[src/rtl/load_unit_if.sv]
// load_unit_if: word-read bus between the load unit and the data memory.
interface load_unit_if;
   logic        mem_req;
   logic [31:0] mem_addr;
   logic        mem_gnt;
   logic        mem_rvalid;
   logic [31:0] mem_rdata;
   modport master (output mem_req, mem_addr, input mem_gnt, mem_rvalid, mem_rdata);
   modport slave (input mem_req, mem_addr, output mem_gnt, mem_rvalid, mem_rdata);
endinterface

[src/rtl/load_unit.sv]
// load_unit: executes lw/lh/lhu/lb/lbu over a req/gnt/rvalid memory bus,
// aligning and extending the returned word for writeback.
module load_unit #(
   parameter int TIMEOUT = 255,
   parameter int CW      = 8
) (
   input  logic              clk,
   input  logic              reset,
   input  logic              ld_valid,
   input  logic [1:0]        ld_size,
   input  logic              ld_unsigned,
   input  logic [31:0]       ld_addr,
   input  logic [4:0]        ld_rd,
   output logic              ld_ready,
   output logic              stall,
   load_unit_if.master       bus,
   output logic              res_valid,
   output logic [31:0]       res_data,
   output logic [4:0]        res_rd,
   output logic              misalign,
   output logic              bus_err
);
   typedef enum logic [1:0] {IDLE, REQ, WAIT, RESP} state_t;
   state_t state, state_n;
   logic [31:0] addr_q;
   logic [1:0]  size_q;
   logic        uns_q;
   logic [4:0]  rd_q;
   logic [CW-1:0] cnt;
   logic        accept, aligned, timeout;
   logic [7:0]  byte_f;
   logic [15:0] half_f;
   logic [31:0] ext;

   assign aligned = ld_size == 2'b01 ? ld_addr[1:0] == 2'b00 : ld_size == 2'b10 ? !ld_addr[0] : 1'b1;
   assign accept  = state == IDLE && ld_valid && ld_size != 2'b00;
   assign timeout = cnt == CW'(TIMEOUT - 1);

   assign ld_ready     = state == IDLE;
   assign stall        = state != IDLE || (accept && aligned);
   assign bus.mem_req  = state == REQ;
   assign bus.mem_addr = {addr_q[31:2], 2'b00};
   assign res_valid    = state == RESP;

   assign byte_f = bus.mem_rdata[{addr_q[1:0], 3'b000} +: 8];
   assign half_f = bus.mem_rdata[{addr_q[1], 4'b0000} +: 16];
   assign ext    = size_q == 2'b01 ? bus.mem_rdata
                 : size_q == 2'b10 ? {{16{!uns_q && half_f[15]}}, half_f}
                 : {{24{!uns_q && byte_f[7]}}, byte_f};

   always_ff @(posedge clk)
      if (reset) state <= IDLE;
      else state <= state_n;

   always_comb begin
      state_n = state;
      case (state)
         IDLE: state_n = accept && aligned ? REQ : IDLE;
         REQ: state_n = bus.mem_gnt ? WAIT : REQ;
         // rvalid takes priority over a timeout in the same cycle
         WAIT: state_n = bus.mem_rvalid ? RESP : timeout ? IDLE : WAIT;
         default: state_n = IDLE;
      endcase
   end

   always_ff @(posedge clk)
      if (reset) begin
         addr_q   <= '0;
         size_q   <= '0;
         uns_q    <= 1'b0;
         rd_q     <= '0;
         cnt      <= '0;
         res_data <= '0;
         res_rd   <= '0;
         misalign <= 1'b0;
         bus_err  <= 1'b0;
      end else begin
         misalign <= accept && !aligned;
         bus_err  <= state == WAIT && !bus.mem_rvalid && timeout;
         if (accept && aligned) begin
            addr_q <= ld_addr;
            size_q <= ld_size;
            uns_q  <= ld_unsigned;
            rd_q   <= ld_rd;
         end
         if (state == REQ && bus.mem_gnt) cnt <= '0;
         else if (state == WAIT) cnt <= cnt + 1'b1;
         if (state == WAIT && bus.mem_rvalid) begin
            res_data <= ext;
            res_rd   <= rd_q;
         end
      end
endmodule
[src/flat_wrapper.sv]
// flat-port wrapper written by rule: the top's interface ports become plain ports
module load_unit_flat 
#(
   parameter int TIMEOUT = 255,
   parameter int CW      = 8
)
  (clk, reset, ld_valid, ld_size, ld_unsigned, ld_addr, ld_rd, ld_ready, stall, res_valid, res_data, res_rd, misalign, bus_err, bus_mem_req, bus_mem_addr, bus_mem_gnt, bus_mem_rvalid, bus_mem_rdata);
  load_unit_if bus_i ();
  input  logic clk;
  input  logic reset;
  input  logic ld_valid;
  input  logic [1:0] ld_size;
  input  logic ld_unsigned;
  input  logic [31:0] ld_addr;
  input  logic [4:0] ld_rd;
  output logic ld_ready;
  output logic stall;
  output logic res_valid;
  output logic [31:0] res_data;
  output logic [4:0] res_rd;
  output logic misalign;
  output logic bus_err;
  output wire logic [$bits(bus_i.mem_req)-1:0] bus_mem_req;
  output wire logic [$bits(bus_i.mem_addr)-1:0] bus_mem_addr;
  input wire logic [$bits(bus_i.mem_gnt)-1:0] bus_mem_gnt;
  input wire logic [$bits(bus_i.mem_rvalid)-1:0] bus_mem_rvalid;
  input wire logic [$bits(bus_i.mem_rdata)-1:0] bus_mem_rdata;
  assign bus_mem_req = bus_i.mem_req;
  assign bus_mem_addr = bus_i.mem_addr;
  assign bus_i.mem_gnt = bus_mem_gnt;
  assign bus_i.mem_rvalid = bus_mem_rvalid;
  assign bus_i.mem_rdata = bus_mem_rdata;
  load_unit #(.TIMEOUT(TIMEOUT), .CW(CW)) u_core (.clk(clk), .reset(reset), .ld_valid(ld_valid), .ld_size(ld_size), .ld_unsigned(ld_unsigned), .ld_addr(ld_addr), .ld_rd(ld_rd), .ld_ready(ld_ready), .stall(stall), .bus(bus_i), .res_valid(res_valid), .res_data(res_data), .res_rd(res_rd), .misalign(misalign), .bus_err(bus_err));
endmodule
[config.mk]
export PLATFORM = sky130hd
export DESIGN_NAME = load_unit_flat
export DESIGN_NICKNAME = d
export VERILOG_FILES = /design/src/rtl/load_unit_if.sv /design/src/rtl/load_unit.sv /design/src/flat_wrapper.sv
export SDC_FILE = /design/constraint.sdc
export NUM_CORES = 1
export LEC_CHECK = 0
export ABC_AREA = 1
export CAP_MARGIN = 30
export CORE_ASPECT_RATIO = 1.75
export CORE_UTILIZATION = 45
export CTS_BUF_LIST = sky130_fd_sc_hd__clkbuf_4
export DETAILED_ROUTE_END_ITERATION = 10
export HOLD_SLACK_MARGIN = 0.15
export PLACE_DENSITY = 0.87
export SKIP_LAST_GASP = 1
export SYNTH_ARGS = -nofsm -noshare
export SYNTH_HDL_FRONTEND = slang
export SYNTH_SLANG_ARGS = --single-unit
[constraint.sdc]
create_clock -name clk -period 3.3 [get_ports clk]
set_input_delay 0.495 -clock clk [delete_from_list [all_inputs] [get_ports clk]]
set_output_delay 0.495 -clock clk [all_outputs]
set_load 0.02 [all_outputs]
Word-level counts from Yosys, hierarchy flattened
Cells that the tools add are included.

Register bits: 89. Output and inout bits: 75. Logic and storage cells: 50. Bits of input ports: 77.

Reduce and logical (&&, ||, !) cells: 20. Multiplexer cells: 9. Equality and inequality tests: 8. Add/subtract/negate cells: 1. Shift-type cells: 2.

Operators with widths (number): $mux 32 (2); $shiftx 32x6->16 (1); $shiftx 32x6->8 (1); $logic_and 1x1->1 (10); $add 8x1->8 const B (1); $eq 2x2->1 const B (4); $eq 8x8->1 const B (1); $eq 2x1->1 const B (3); $mux 2 (3); $pmux 2 s3 (1); $logic_not 1->1 (4); $logic_not 2->1 (2); $reduce_bool 2->1 (2); $mux 1 (3); $reduce_or 2->1 (1); $logic_or 1x1->1 (1).

Depth between registers and ports, before layout
Depth in word-level cells: 6. Depth in mapped cells: 11. Mapped depth without buffers: 9.

Worst setup path after synthesis
No wires, ideal clock.

Path kind: input to output. Start point: input port ld_size[0]. End point: output port stall. Setup slack: 1517 ps. Arrival: 1288 ps. Stages on the path: 8. Required time: 2805 ps. Cell sequence: nor2_1 -> inv_1 -> nand3_1 -> inv_1 -> nand2_1 -> buf_2 -> buf_2 -> nand2_1.

Longest elaborated chain between the ends: 5. Elaborated cells on any way between the ends: 8. Those cells by class: eq/ne (2); mux (2); reduce/logical (4).

Ends and longest elaborated chain: start: declaration (line flat_wrapper.sv:12) `input logic [1:0] ld_size;`; $eq 2x2->1 (line load_unit.sv:35) `assign aligned = ld_size == 2'b01 ? ld_addr[1:0] == 2'b00 : ld_size == 2'b10 ? !ld_addr[0] : 1'b1;`; $mux 1 (2 in series) (line load_unit.sv:35); $logic_and 1x1->1 (*) (line load_unit.sv:40) `assign stall = state != IDLE || (accept && aligned);`; $logic_or 1x1->1 (*) (line load_unit.sv:40); end: declaration (line flat_wrapper.sv:17) `output logic stall;`.

Every way passes the cells marked *; elsewhere a longest branch is shown, timed or not.

Final worst setup path
Same ends and word-level chain as after synthesis.

==> reports/metrics.cfg <==
[clocking]
path_clk_slew_ns = 0.12
cts_tree = done
clock_path_buffers = 2
cts_buffers = 9
insertion_delay_ns = 0.45
cts_resized = 0
cts_sinks = 89
cts_setup_buffers = 0
cts-root-buf = clkbuf_4
htreeDepth = 3
postCtsHoldBufs = 0

[logic_synthesis]
synth_area_leaders = dfxtp_1 44%, o21ai_0 9.9%, nor2_1 9.7%
synth_cell_types = 33
ys_async_sr_fraction = 0
synth_top_area_frac = 0.435
yosysWarnings = 0
syn_avg_cell_area_sq_um = 7.17
synth_seq_cells = 89
synth_edf_count = 0
ys_seq_area_frac = 0.435
ys.flop_type = dfxtp_1
synth_area_sq_um = 4090
synthCells = 571
synth_top_area_cell = dfxtp_1

[sta]
slew_headroom = 0.496
maxSlewViolCount = 0
grt_setup_unrepaired = no
setup_violations = 0
fin_worst_skew_ns = 0.0219
fin_crit_sh = 0.764
period_minus_slack_ns = 2.52
whs_ns = 0.495
fmax_mhz = 397
fin_tns_setup_ns = 0
final_hold_viol_count = 0
worst_slew_pin_slew_ns = 0.755

[worst_hold_path]
whs_path_depth = 2
min-delay-start = u_core.addr_q[18]
holdPathEnd = u_core.addr_q[18]
worstHoldPathType = reg2reg

[power]
power-per-cell-area_nw_per_um2 = 428
ir_drop_v = 0.000248
leakagePower_nw = 2.24

[placement]
post_dp_cell_area_sq_um = 5390
dpl.cell_count = 782
dp_hpwl_mm = 8.16
gp_congestion = 0.942
numPortBuffers = 149

[layout]
final_cell_mix = 149 x clkdlybuf4s50_1, 106 x nor2_1, 89 x dfxtp_1, 82 x nand2_1, 81 x o21ai_0
drive_gt1_frac = 0.0617
syn2layout_area_growth_pct = 35.1
finalNetCount = 755
fin_cells = 799
utilization = 0.634
final_common_cell = clkdlybuf4s50_1
fillerInstances = 766
finish.instance_area_sq_um = 5530

[critical_path]
crit_arrival_ns = 2.03
cp-end-kind = primary output
required_ns = 2.80
rr_worst_depth = 7
start_kind = input pin
reg2reg_slack_ns = 1.35
timing.rr.start = u_core.size_q[0]
critPathKind = in2out
r2r-end = u_core.res_data[15]
crit_path_max_fanout = 4

[floorplanning]
die_h_microns = 128
die_w_microns = 74.1
core_sq_um = 8730
die-area_sq_um = 9500
pin_count = 152
rows = 45
start_util = 0.469

[outcome]
outcome = completed

[detailed_routing]
ant_nets = 0
wl_per_cell_microns = 14.0
drt_iter0_markers = 241
first_pass_iters = 5
viasPerCell = 5.16
vias = 4119
routed_wl_mm = 11.2
drc = 0

[grt]
grt_max_degree = 53
antenna_found_initial = 1
grt_usage = 0.236
first_global_vias = 3796
grt_overflow_total = 0
grt_pass1_wl_mm = 17.2

[flow_run]
maxCapViolCount = 0

registers in the layout, summed over array words and instances (netlist names):
signal	count
u_core.bus_err	1
u_core.misalign	1
u_core.size_q	2
u_core.addr_q	32
u_core.uns_q	1
u_core.res_data	32
u_core.cnt	8
u_core.res_rd	5
u_core.rd_q	5
u_core.state	2
cell families after synthesis:
family,count (synthesis),synth area share
AND/OR/NAND/NOR,224,0.227
AO/OA/AOI/OAI,156,0.201
buffers and inverters,99,0.129
flip-flops,89,0.435
adder cells (fa/ha/maj),2,0.00611
other,1,0.000916
Yosys cell counts (4+ instances only):
master,instances
nor2_1,106
dfxtp_1,89
nand2_1,82
o21ai_0,81
a21oi_1,63
buf_4,32
inv_1,32
clkbuf_1,12
nand3_1,12
buf_2,11
nor3_1,7
o21a_1,6
nand2_2,5
inv_2,4
how the worst max path moves through the flow:
stage          depth (start not counted)       start  slack, ns  endpoint
5_1_grt                                8  ld_size[0]       0.70     stall
3_3_place_gp                           8  ld_size[0]       0.82     stall
2_1_floorplan                          8  ld_size[0]       1.52     stall
3_5_place_dp                           8  ld_size[0]       0.77     stall
6_report                               8  ld_size[0]       0.78     stall
4_1_cts                                8  ld_size[0]       0.77     stall
power by group:
group	leakage (nW)	internal, mW	switching [mW]
clock	0.0761	0.231	0.375
sequential	0.725	1.14	0.0404
combinational	1.43	0.260	0.322
total	2.24	1.63	0.738
cell type report:
cell class	count	area [sq um]	area share
antenna	1	2.50	0.000452
multi-input combinational	384	1790	0.323
tap	117	146	0.0265
sequential	89	1780	0.322
timing repair buffer	154	1530	0.276
clock buffer	9	67.6	0.0122
inverter	38	148	0.0267
clock inverter	7	70.1	0.0127
through the flow:
stage / worst slack [ns] / total power [mW]
after floorplan: 1.52 / 1.57
final: 0.778 / 2.37
after detailed placement: 0.773 / 1.78
after global routing: 0.697 / 2.49
after global placement: 0.824 / 1.76
after CTS: 0.769 / 2.38
worst max-delay path, cell delays in order:
cell	delay (ns)
clkdlybuf4s50_1	0.52
nor2_1	0.07
inv_1	0.07
nand3_1	0.09
inv_1	0.07
nand2_1	0.06
nand2_1	0.06
clkdlybuf4s50_1	0.59
metal layers:
| layer | routed length [microns] | GRT usage | share of wire | up-vias |
|---|---|---|---|---|
| met3 | 709 | 0.0503 | 0.063 | 41 |
| met2 | 5750 | 0.410 | 0.51 | 179 |
| met5 | 0 | 0 | 0 | - |
| met1 | 4150 | 0.248 | 0.37 | 1884 |
| li1 | - | - | - | 2015 |
| met4 | 574 | 0.155 | 0.051 | 0 |
No activity file was read; power rests on OpenSTA's default activity.
